[config.mk]
export PLATFORM = sky130hd
export DESIGN_NAME = rr_arbiter16_flat
export DESIGN_NICKNAME = d
export VERILOG_FILES = /design/src/rtl/rr_arbiter16_if.sv /design/src/rtl/rr_arbiter16.sv /design/src/flat_wrapper.sv
export SDC_FILE = /design/constraint.sdc
export NUM_CORES = 1
export LEC_CHECK = 0
export BUFFER_PORTS_ARGS = -buffer_cell sky130_fd_sc_hd__clkbuf_2
export CAP_MARGIN = 30
export CORE_ASPECT_RATIO = 0.9
export CORE_MARGIN = 5
export CORE_UTILIZATION = 45
export CTS_CLUSTER_SIZE = 25
export DETAILED_ROUTE_END_ITERATION = 16
export GPL_TIMING_DRIVEN = 0
export PLACE_DENSITY = 0.7
export SYNTH_ARGS = -nofsm -noshare
export SYNTH_HDL_FRONTEND = slang
export SYNTH_SLANG_ARGS = --single-unit
[constraint.sdc]
create_clock -name CLK -period 10.85 [get_ports CLK]
set_clock_uncertainty 0.15 [all_clocks]
set_input_delay 1.6275 -clock CLK [delete_from_list [all_inputs] [get_ports CLK]]
set_output_delay 1.6275 -clock CLK [all_outputs]
set_load 0.01 [all_outputs]
[src/rtl/rr_arbiter16_if.sv]
// Request/grant bundle for the 16-way round-robin arbiter.
// The master drives requests and completion; the slave (arbiter) returns the grant.
interface rr_arbiter16_if;
  logic [15:0] REQ;
  logic        DONE;
  logic [15:0] GNT;
  logic [3:0]  GNT_ID;
  logic        GNT_VALID;
  logic        TIMEOUT;

  modport master (
    output REQ, DONE,
    input  GNT, GNT_ID, GNT_VALID, TIMEOUT
  );

  modport slave (
    input  REQ, DONE,
    output GNT, GNT_ID, GNT_VALID, TIMEOUT
  );
endinterface

[src/rtl/rr_arbiter16.sv]
// 16-way round-robin arbiter: two-state FSM, registered outputs, hold-limit timeout.
// A grant always ends in at least one IDLE cycle before the next arbitration.
module rr_arbiter16 #(
  parameter int unsigned MAX_HOLD = 8
) (
  input  logic          CLK,
  input  logic          RST,
  rr_arbiter16_if.slave bus
);

  typedef enum logic {IDLE, GRANT} state_e;

  localparam logic [7:0] HOLD_LIM = 8'(MAX_HOLD);
  // With the limit disabled the counter still needs a ceiling to avoid wrapping.
  localparam logic [7:0] CNT_SAT  = (MAX_HOLD == 0) ? 8'hFF : 8'(MAX_HOLD);

  state_e      state_q, state_d;
  logic [3:0]  ptr_q, ptr_d;
  logic [7:0]  cnt_q, cnt_d;
  logic [15:0] gnt_q, gnt_d;
  logic [3:0]  gnt_id_q, gnt_id_d;
  logic        gnt_valid_q, gnt_valid_d;
  logic        timeout_q, timeout_d;

  logic [3:0]  win_id;
  logic        win_vld;
  logic [3:0]  idx;
  logic        hold_hit;
  logic        req_kept;

  // First set request at or above ptr_q, wrapping 15 -> 0.
  always_comb begin
    win_id  = '0;
    win_vld = 1'b0;
    idx     = '0;
    for (int i = 0; i < 16; i++) begin
      idx = ptr_q + 4'(i);
      if (!win_vld && bus.REQ[idx]) begin
        win_id  = idx;
        win_vld = 1'b1;
      end
    end
  end

  assign hold_hit = (HOLD_LIM != 8'd0) && (cnt_q == HOLD_LIM);
  assign req_kept = bus.REQ[gnt_id_q];

  always_comb begin
    state_d     = state_q;
    ptr_d       = ptr_q;
    cnt_d       = cnt_q;
    gnt_d       = gnt_q;
    gnt_id_d    = gnt_id_q;
    gnt_valid_d = gnt_valid_q;
    timeout_d   = 1'b0;
    case (state_q)
      IDLE: begin
        if (win_vld) begin
          state_d     = GRANT;
          ptr_d       = win_id + 4'd1;
          cnt_d       = 8'd1;
          gnt_d       = 16'h0001 << win_id;
          gnt_id_d    = win_id;
          gnt_valid_d = 1'b1;
        end
      end
      GRANT: begin
        if (bus.DONE || !req_kept || hold_hit) begin
          state_d     = IDLE;
          cnt_d       = 8'd0;
          gnt_d       = '0;
          gnt_valid_d = 1'b0;
          // Only a pure hold-limit revocation is reported.
          timeout_d   = hold_hit && !bus.DONE && req_kept;
        end else if (cnt_q != CNT_SAT) begin
          cnt_d = cnt_q + 8'd1;
        end
      end
      default: state_d = IDLE;
    endcase
  end

  always_ff @(posedge CLK) begin
    if (RST) begin
      state_q     <= IDLE;
      ptr_q       <= '0;
      cnt_q       <= '0;
      gnt_q       <= '0;
      gnt_id_q    <= '0;
      gnt_valid_q <= 1'b0;
      timeout_q   <= 1'b0;
    end else begin
      state_q     <= state_d;
      ptr_q       <= ptr_d;
      cnt_q       <= cnt_d;
      gnt_q       <= gnt_d;
      gnt_id_q    <= gnt_id_d;
      gnt_valid_q <= gnt_valid_d;
      timeout_q   <= timeout_d;
    end
  end

  assign bus.GNT       = gnt_q;
  assign bus.GNT_ID    = gnt_id_q;
  assign bus.GNT_VALID = gnt_valid_q;
  assign bus.TIMEOUT   = timeout_q;

endmodule

[src/flat_wrapper.sv]
// flat-port wrapper written by rule: the top's interface ports become plain ports
module rr_arbiter16_flat 
#(
  parameter int unsigned MAX_HOLD = 8
)
  (CLK, RST, bus_REQ, bus_DONE, bus_GNT, bus_GNT_ID, bus_GNT_VALID, bus_TIMEOUT);
  rr_arbiter16_if bus_i ();
  input  logic CLK;
  input  logic RST;
  input wire logic [$bits(bus_i.REQ)-1:0] bus_REQ;
  input wire logic [$bits(bus_i.DONE)-1:0] bus_DONE;
  output wire logic [$bits(bus_i.GNT)-1:0] bus_GNT;
  output wire logic [$bits(bus_i.GNT_ID)-1:0] bus_GNT_ID;
  output wire logic [$bits(bus_i.GNT_VALID)-1:0] bus_GNT_VALID;
  output wire logic [$bits(bus_i.TIMEOUT)-1:0] bus_TIMEOUT;
  assign bus_i.REQ = bus_REQ;
  assign bus_i.DONE = bus_DONE;
  assign bus_GNT = bus_i.GNT;
  assign bus_GNT_ID = bus_i.GNT_ID;
  assign bus_GNT_VALID = bus_i.GNT_VALID;
  assign bus_TIMEOUT = bus_i.TIMEOUT;
  rr_arbiter16 #(.MAX_HOLD(MAX_HOLD)) u_core (.CLK(CLK), .RST(RST), .bus(bus_i));
endmodule
# Word level (Yosys, flattened, before mapping)
# Cells that the tools add are included.
# Widths: inputs -> output; s select.
[word_totals]
regBits = 35
in_bits = 19
output_inout_bits = 22
[op_classes]
addsub = 17
n_lt_le_gt_ge = 17
n_eq_ne = 5
n_shift = 1
n_mux = 79
bitwise = 2
reduce_logical = 40
[ops]
columns = ["op", "count"]
rows = [
  ["$lt 4x5->1 const B", 17],
  ["$bmux 1 s4", 17],
  ["$mux 4", 16],
  ["$mux 1", 37],
  ["$add 4x4->4 const B", 8],
  ["$mux 16", 2],
  ["$pmux 16 s2", 1],
  ["$mux 8", 3],
  ["$logic_and 1x1->1", 17],
  ["$logic_not 1->1", 17],
  ["$add 4x3->4 const B", 4],
  ["$pmux 8 s2", 1],
  ["$shl 1x4->16 const A", 1],
  ["$add 4x1->4 const B", 2],
  ["$add 4x2->4 const B", 2],
  ["$add 8x1->8 const B", 1],
  ["$eq 8x4->1 const B", 1],
  ["$ne 8x4->1 const B", 1],
  ["$reduce_and 2->1", 3],
  ["$pmux 1 s2", 2],
  ["$ne 3x3->1 const B", 1],
  ["$reduce_or 3->1", 1],
  ["$logic_or 1x1->1", 2],
  ["$ne 2x1->1 const B", 1],
  ["other kinds (2)", 3],
]

# Longest topological paths before layout
# Gate-level depths: netlist of the first run.
[logic_depth]
depth_word = 51
mapped_depth = 18

# Least setup slack after synthesis of the first run
# No wires, ideal clock.
[synth_timing]
kind = "input-to-reg"
startpoint = "in bus_REQ[14]"
endpoint = "reg u_core.ptr_q[2]"
setup_ns = 0.128
t_arrival_ns = 4.653
required_ns = 10.572
setup_slack_ns = 5.919
path_stages = 12
n_path_buf = 0
cell_sequence = "mux2_1 > mux4_2 > mux2i_1 > nand4_1 > a211oi_1 > o32a_1 > nor2_1 > o41ai_2 > ha_1 > ha_1 > mux2i_1 > nor2_1"
[synth_via]
elab_chain_len = 49
[synth_rtl]
columns = ["element", "line", "source"]
rows = [
  ["start, declared", "flat_wrapper.sv:10", "input wire logic [$bits(bus_i.REQ)-1:0] bus_REQ;"],
  ["$bmux 1 s4", "rr_arbiter16.sv:38", "if (!win_vld && bus.REQ[idx]) begin"],
  ["$mux 1 (implied by the code)", "rr_arbiter16.sv:38", ""],
  ["$mux 1", "rr_arbiter16.sv:38", ""],
  ["$logic_not 1->1", "rr_arbiter16.sv:38", ""],
  ["$logic_and 1x1->1", "rr_arbiter16.sv:38", ""],
  ["$mux 1", "rr_arbiter16.sv:38", ""],
  ["$logic_not 1->1", "rr_arbiter16.sv:38", ""],
  ["$logic_and 1x1->1", "rr_arbiter16.sv:38", ""],
  ["[... 34 more ...]", "--", ""],
  ["$logic_not 1->1", "rr_arbiter16.sv:38", ""],
  ["$logic_and 1x1->1", "rr_arbiter16.sv:38", ""],
  ["$mux 1", "rr_arbiter16.sv:38", ""],
  ["$logic_not 1->1", "rr_arbiter16.sv:38", ""],
  ["$logic_and 1x1->1", "rr_arbiter16.sv:38", ""],
  ["$mux 4 (*)", "rr_arbiter16.sv:38", ""],
  ["via u_core.win_id[1]", "rr_arbiter16.sv:25", "logic [3:0] win_id;"],
  ["$add 4x1->4 (*)", "rr_arbiter16.sv:60", "ptr_d = win_id + 4'd1;"],
  ["end signal, assigned", "rr_arbiter16.sv:94", "ptr_q <= ptr_d;"],
  ["end, declared", "rr_arbiter16.sv:18", "logic [3:0] ptr_q, ptr_d;"],
]
# Mark *: on every way through the listed nets, which the timed path passes. The rest lies on a longest branch. The select of a mux whose other input is x is not followed.
# A chain may end at the register's enable or synchronous reset.

# Worst setup path after layout of the first run
[layout_timing]
startpoint = "reg u_core.ptr_q[2]"
endpoint = "reg u_core.ptr_q[2]"
[layout_via]
elab_chain_len = 49
[layout_rtl]
columns = ["element", "line"]
rows = [
  ["branches (longest 47 deep; another with $add 4x1->4)", "--"],
  ["$mux 4 (*)", "rr_arbiter16.sv:38"],
  ["via u_core.win_id[1]", "rr_arbiter16.sv:25"],
  ["$add 4x1->4 (*)", "rr_arbiter16.sv:60"],
]
# Mark *: on every way through the listed nets, which the timed path passes. The select of a mux whose other input is x is not followed.

==> impl_metrics.tcl, run 1 <==
set metrics [dict create \
    status "finished, final reports clean" \
    io_pins 41 \
    synthDominantCellAreaShare_pct 17.68 \
    syn-num-nets 485 \
    ys_seq_area_share_pct 17.68 \
    cts_root_buffer "clkbuf_8" \
    synth_edf_count 0 \
    cts_sinks 35 \
    clkTransAtPathRegs_ns 0.08 \
    period_share_pct 57.82 \
    post_cts_resize_count 0 \
    relSlewSlack_pct 28.36 \
    worstSetupPathType "flip-flop to flip-flop" \
    overflow 0 \
    grt_pass1_wl_mm 19.71 \
    synth_area_um2 3963 \
    row_count 32 \
    hold_buffers 0 \
    crit_path_max_fanout 10 \
    grt_use_total_pct 22.82 \
    dieHeight_um 99.03 \
    yosysWarnings 0 \
    antenna_found_initial 0 \
    async_flop_share_pct 0 \
    cts_made_buffers 5 \
    ys_top_cells_by_count "mux2i_1 (40), nand2_1 (38), dfxtp_1 (35)" \
    initial_core_util_pct 46.25 \
    die_w_um 108.9 \
    synthCells 452 \
    routedWlPerCell_um 19.88 \
    crit_start "u_core.ptr_q[2]" \
    core_area_um2 8568 \
    startpoint_type "flip-flop" \
    fmax_mhz 159.4 \
    slew_viol_final 0 \
    grt_pass1_vias 3823 \
    ys_types 70 \
    insertion_delay_ns 0.29 \
    grt_max_degree 13 \
    hold_viol_final 0 \
    yosys.area.top_type "dfxtp_1" \
    wl_mm 12.29 \
    worstHoldStart "u_core.bus.GNT[4]" \
    finalSetupViolCount 0 \
    worst_r2r_startpoint "u_core.ptr_q[2]" \
    finalSetupTns_ns 0 \
    worst_setup_path_end_kind "flip-flop" \
    areaGrowthSynthToFinish_pct 10.93 \
    hpwl_mm 9.543 \
    synth_top_cells_by_area "dfxtp_1 (18%), mux4_2 (15%), mux2i_1 (10%)" \
    period_minus_slack_ns 6.273 \
    die_area_um2 10790 \
    cts_tree "done" \
    drive_above_1_share_pct 22.04 \
    vias_per_cell 6.408 \
    htreeDepth 2 \
    gp_congestion 0.9780 \
    worst_pin_slew_ns 1.061 \
    final_nets 531 \
    rsz0062_at_grt "no" \
    whs_ns 0.2982 \
    drt_iter0_drc 333 \
    yosysMostFrequentCell "mux2i_1" \
    vias 3960 \
    hp-class "flip-flop to flip-flop" \
    ys_ff_latch 35 \
    firstDrtPassIters 5 \
    postSynthAreaPerCell_um2 8.767 \
    antenna_cells 0 \
    port_buffers 39 \
    drv_cap 0 \
    cp.arrival_ns 6.28 \
    drc 0 \
    post-cts-setup-buffers 0 \
    synthFlopType "dfxtp_1" \
    ant_nets 0 \
    cts.path.max_buffers 2 \
    required_ns 10.86 \
]
==> sequential cells by signal (all words and copies together) (netlist names) <==
name	count
u_core.bus.GNT	16
u_core.ptr_q	4
u_core.bus.GNT_VALID	1
u_core.bus.TIMEOUT	1
u_core.bus.GNT_ID	4
u_core.state_q	1
u_core.cnt_q	8
==> placed cells by master, fill, tap and decap left out, types with 4 or more instances in the layout <==
master and n:
nor2_1 33, inv_1 10, o22ai_1 7, nor2b_1 4, nand2b_1 6, and3_1 6
a32o_1 5, ha_1 14, clkbuf_8 5, a211oi_1 10, xnor2_1 11, nand2_1 38
mux2i_1 40, clkbuf_2 39, nand4_1 7, or3_1 7, o21ai_0 23, o21ai_1 6
a21oi_1 27, nor3_1 7, mux2_2 12, clkbuf_1 10, dfxtp_1 35, mux4_2 27
a31oi_1 4, nand3_1 19, and2_1 6, buf_2 9
==> per-layer routing <==
layer	global-route usage, %	part of all wire, %
met1	31.68	44
met2	37.39	47
met3	3.209	7.0
met4	5.243	1.8
met5	0	0
==> path summary, 6_finish.rpt <==
| kind | end | slack, ns | cells past startpoint |
|---|---|---|---|
| max reg2reg | u_core.ptr_q[2] | 4.58 | 17 |
| min | u_core.bus.GNT[4] | 0.30 | 2 |
| min reg2reg | u_core.bus.GNT[4] | 0.30 | 2 |
| max | u_core.ptr_q[2] | 4.58 | 17 |
==> cell families (layout without fill, tap and decap cells) <==
logic type,count (synthesis),count (layout),share of synthesized area [%]
and+or+nand+nor,151,151,19.83
AOI/OAI and AO/OA,118,118,20.34
muxes,83,83,30.28
buffers and inverters,37,84,4.358
DFF,35,35,17.68
adders and majority gates,14,14,4.421
xor gates and xnor gates,14,14,3.094
==> area by class of cell <==
cell class / instances / area, um2
tap: 119 / 148.9
sequential: 35 / 700.7
clock buffer: 5 / 68.82
multi-input combinational: 380 / 3089
fill: 824 / 4173
timing repair buffer: 39 / 195.2
inverter: 13 / 48.80
buffer: 24 / 123.9
clock inverter: 3 / 20.02
==> metrics by stage <==
stage	cells	setup slack (ns)	util (%)	cell area, um2
2_1_floorplan	452	5.919	-	3963
3_3_place_gp	610	4.862	50.26	4307
3_5_place_dp	610	4.715	50.26	4307
4_1_cts	618	4.697	51.30	4395
5_1_grt	618	4.338	51.30	4395
6_report	618	4.577	51.30	4395
==> worst max-delay path, stage by stage, from the launching register on <==
cell	delay [ns]
dfxtp_1	0.35
buf_2	0.23
buf_1	0.57
inv_1	0.37
ha_1	0.38
clkbuf_1	0.55
mux4_2	0.51
mux2i_1	0.36
clkbuf_1	0.43
nor2b_1	0.16
a211oi_1	0.26
o32a_1	0.23
nor2_1	0.06
o41ai_2	0.74
ha_1	0.35
ha_1	0.25
mux2i_1	0.13
nor2_1	0.05
Power of run 1 is left out: the tool's default activity adds up to more than one toggle a clock period on the data nets, which glitch-free logic cannot reach.
==> run 2, diff against run 1 <==
--- a/config.mk
+++ b/config.mk
@@ -13,7 +13,7 @@
 export CTS_CLUSTER_SIZE = 25
 export DETAILED_ROUTE_END_ITERATION = 16
 export GPL_TIMING_DRIVEN = 0
-export PLACE_DENSITY = 0.7
+export PLACE_DENSITY = 0.72
 export SYNTH_ARGS = -nofsm -noshare
 export SYNTH_HDL_FRONTEND = slang
 export SYNTH_SLANG_ARGS = --single-unit
==> constraint.sdc (replaced) <==
create_clock -name CLK -period 5.3 [get_ports CLK]
set_clock_uncertainty 0.15 [all_clocks]
set_input_delay 0.795 -clock CLK [delete_from_list [all_inputs] [get_ports CLK]]
set_output_delay 0.795 -clock CLK [all_outputs]
set_load 0.01 [all_outputs]
==> impl_metrics.tcl, run 2 (synthesis gave the netlist of run 1 again) <==
set metrics [dict create \
    status "finished, final reports clean" \
    wl_mm 12.07 \
    globalRouteMet1Util_pct 31.20 \
    post-place-ws_ns -0.5082 \
    grtUsageMet3_pct 4.453 \
    r2r_slack_ns 0.16 \
    dieHeight_um 99.03 \
    cp_slowest_cell "or3_1" \
    grt_max_degree 20 \
    cts_sinks 35 \
    slew_viol_final 0 \
    grt_pass1_wl_mm 19.42 \
    largest_reg_flops 16 \
    initial_core_util_pct 46.25 \
    crit_path_max_fanout 19 \
    met2_usage_pct 33.57 \
    setup_slack_ns 0.1622 \
    die_area_um2 10790 \
    hp-class "flip-flop to flip-flop" \
    cts_tree "done" \
    relSlewSlack_pct 50.18 \
    worst_setup_path_end_kind "flip-flop" \
    finalSetupViolCount 0 \
    io_pins 41 \
    overflow 0 \
    insertion_delay_ns 0.29 \
    vias_per_cell 6.514 \
    port_buffers 39 \
    hold_viol_final 0 \
    r2r_cells 17 \
    core_area_um2 8568 \
    hpwl_mm 9.195 \
    gp_congestion 0.9664 \
    drv_cap 0 \
    htreeDepth 2 \
    fmax_mhz 194.6 \
    cts_made_buffers 5 \
    row_count 32 \
    layout_commonest_cell "clkbuf_2" \
    worstSetupPathType "flip-flop to flip-flop" \
    areaGrowthSynthToFinish_pct 12.82 \
    required_ns 5.36 \
    routedWlPerCell_um 19.56 \
    startpoint_type "flip-flop" \
    ant_nets 0 \
    grt_pass1_vias 3802 \
    worstHoldPathCells 2 \
    worst-path-buf-inv 6 \
    worst_r2r_startpoint "u_core.ptr_q[1]" \
    max_stage_delay_ns 0.44 \
    timing.rr.end "u_core.bus.GNT[12]" \
    antenna_cells 0 \
    hold_end "u_core.bus.GNT[8]" \
    path_cells "buf_6 > inv_1 > ha_1 > buf_4 > clkbuf_4 > mux4_2 > mux2i_2 > mux2i_1 > and4bb_2 > nand4_4 > or3_1 > or3_1 > buf_2 > a21oi_4 > buf_6 > nand2_1 > o21ai_0" \
    period_minus_slack_ns 5.138 \
    period_share_pct 96.94 \
    cts.path.max_buffers 2 \
    worst_pin_slew_ns 0.7265 \
    worstHoldStart "u_core.bus.GNT[8]" \
    antenna_found_initial 0 \
    vias 4019 \
    cp.arrival_ns 5.20 \
    dpl_cell_area_um2 4317 \
    die_w_um 108.9 \
    drive_above_1_share_pct 24.10 \
    top_usage_layer "met2" \
    post-cts-setup-buffers 0 \
    drc 0 \
    firstDrtPassIters 5 \
    final_nets 530 \
    grt_use_total_pct 22.19 \
    clkTransAtPathRegs_ns 0.07 \
    cts_root_buffer "clkbuf_8" \
    mostFrequentLayoutCells "clkbuf_2 (39), nand2_1 (38), mux2i_1 (37), dfxtp_1 (34), nor2_1 (33)" \
    cp_top_family "simple AND/OR/NAND/NOR gates" \
    drt_iter0_drc 435 \
    nFillCells 822 \
    final_area_um2 4471 \
]
run 2: changes by cell type in the layout (fill, tap and decap cells not counted), moves of 2 or more:
cell,delta
mux2i_1,-3
xnor2_2,+2
clkinvlp_4,-2
xnor2_1,-2
mux2i_2,+2
run 2: worst reg2reg max path: stages (launching register included):
cell	delay [ns]
dfxtp_2	0.42
buf_6	0.25
inv_1	0.25
ha_1	0.42
buf_4	0.24
clkbuf_4	0.26
mux4_2	0.40
mux2i_2	0.27
mux2i_1	0.24
and4bb_2	0.41
nand4_4	0.22
or3_1	0.44
or3_1	0.30
buf_2	0.19
a21oi_4	0.30
buf_6	0.19
nand2_1	0.07
o21ai_0	0.07
run 2: layer usage:
metal,part of all wire (%),vias to the layer above
li1,-,1856
met1,43,1883
met2,46,230
met3,8.1,50
met4,3.1,0
met5,0,-
run 2: area by class of cell:
class | instances | area [um2] | share of cell area, %
multi-input combinational | 380 | 3159 | 70.67
sequential | 35 | 701.9 | 15.70
timing repair buffer | 40 | 205.2 | 4.590
tap | 119 | 148.9 | 3.331
buffer | 22 | 122.6 | 2.743
clock buffer | 7 | 76.32 | 1.707
inverter | 13 | 51.30 | 1.147
clock inverter | 1 | 5.005 | 0.1120
run 2: worst max-delay path by stage:
stage | start | end | slack (ns) | depth (start not counted)
detailed placement | u_core.ptr_q[1] | u_core.ptr_q[2] | -0.51 | 16
floorplan | u_core.ptr_q[1] | u_core.bus.GNT[7] | 0.59 | 18
CTS | u_core.ptr_q[1] | u_core.bus.GNT[4] | 0.1 | 17
finish | u_core.ptr_q[1] | u_core.bus.GNT[12] | 0.16 | 17
global route | u_core.ptr_q[1] | u_core.bus.GNT[12] | -0.005 | 17
global placement | u_core.ptr_q[1] | u_core.ptr_q[2] | -0.63 | 18
run 2: timing repair:
action | CTS | global route
gates resized for setup | 7 | 12
hold buffers | 0 | 0
pin swaps | 0 | 1
setup endpoints to repair | 29 | 18
run 2: through the flow:
stage                     hold slack [ns]  utilization [%]  instances  setup TNS (ns)
final                              0.3045            52.18        617               0
after global routing               0.3312            52.18        617       -0.004873
after CTS                          0.3072            51.55        617               0
after detailed placement           0.2984            50.38        611          -8.458
after global placement             0.2917            50.26        610          -8.690
after floorplan                    0.3201                -        452               0
Power of run 2 is left out for the same reason.
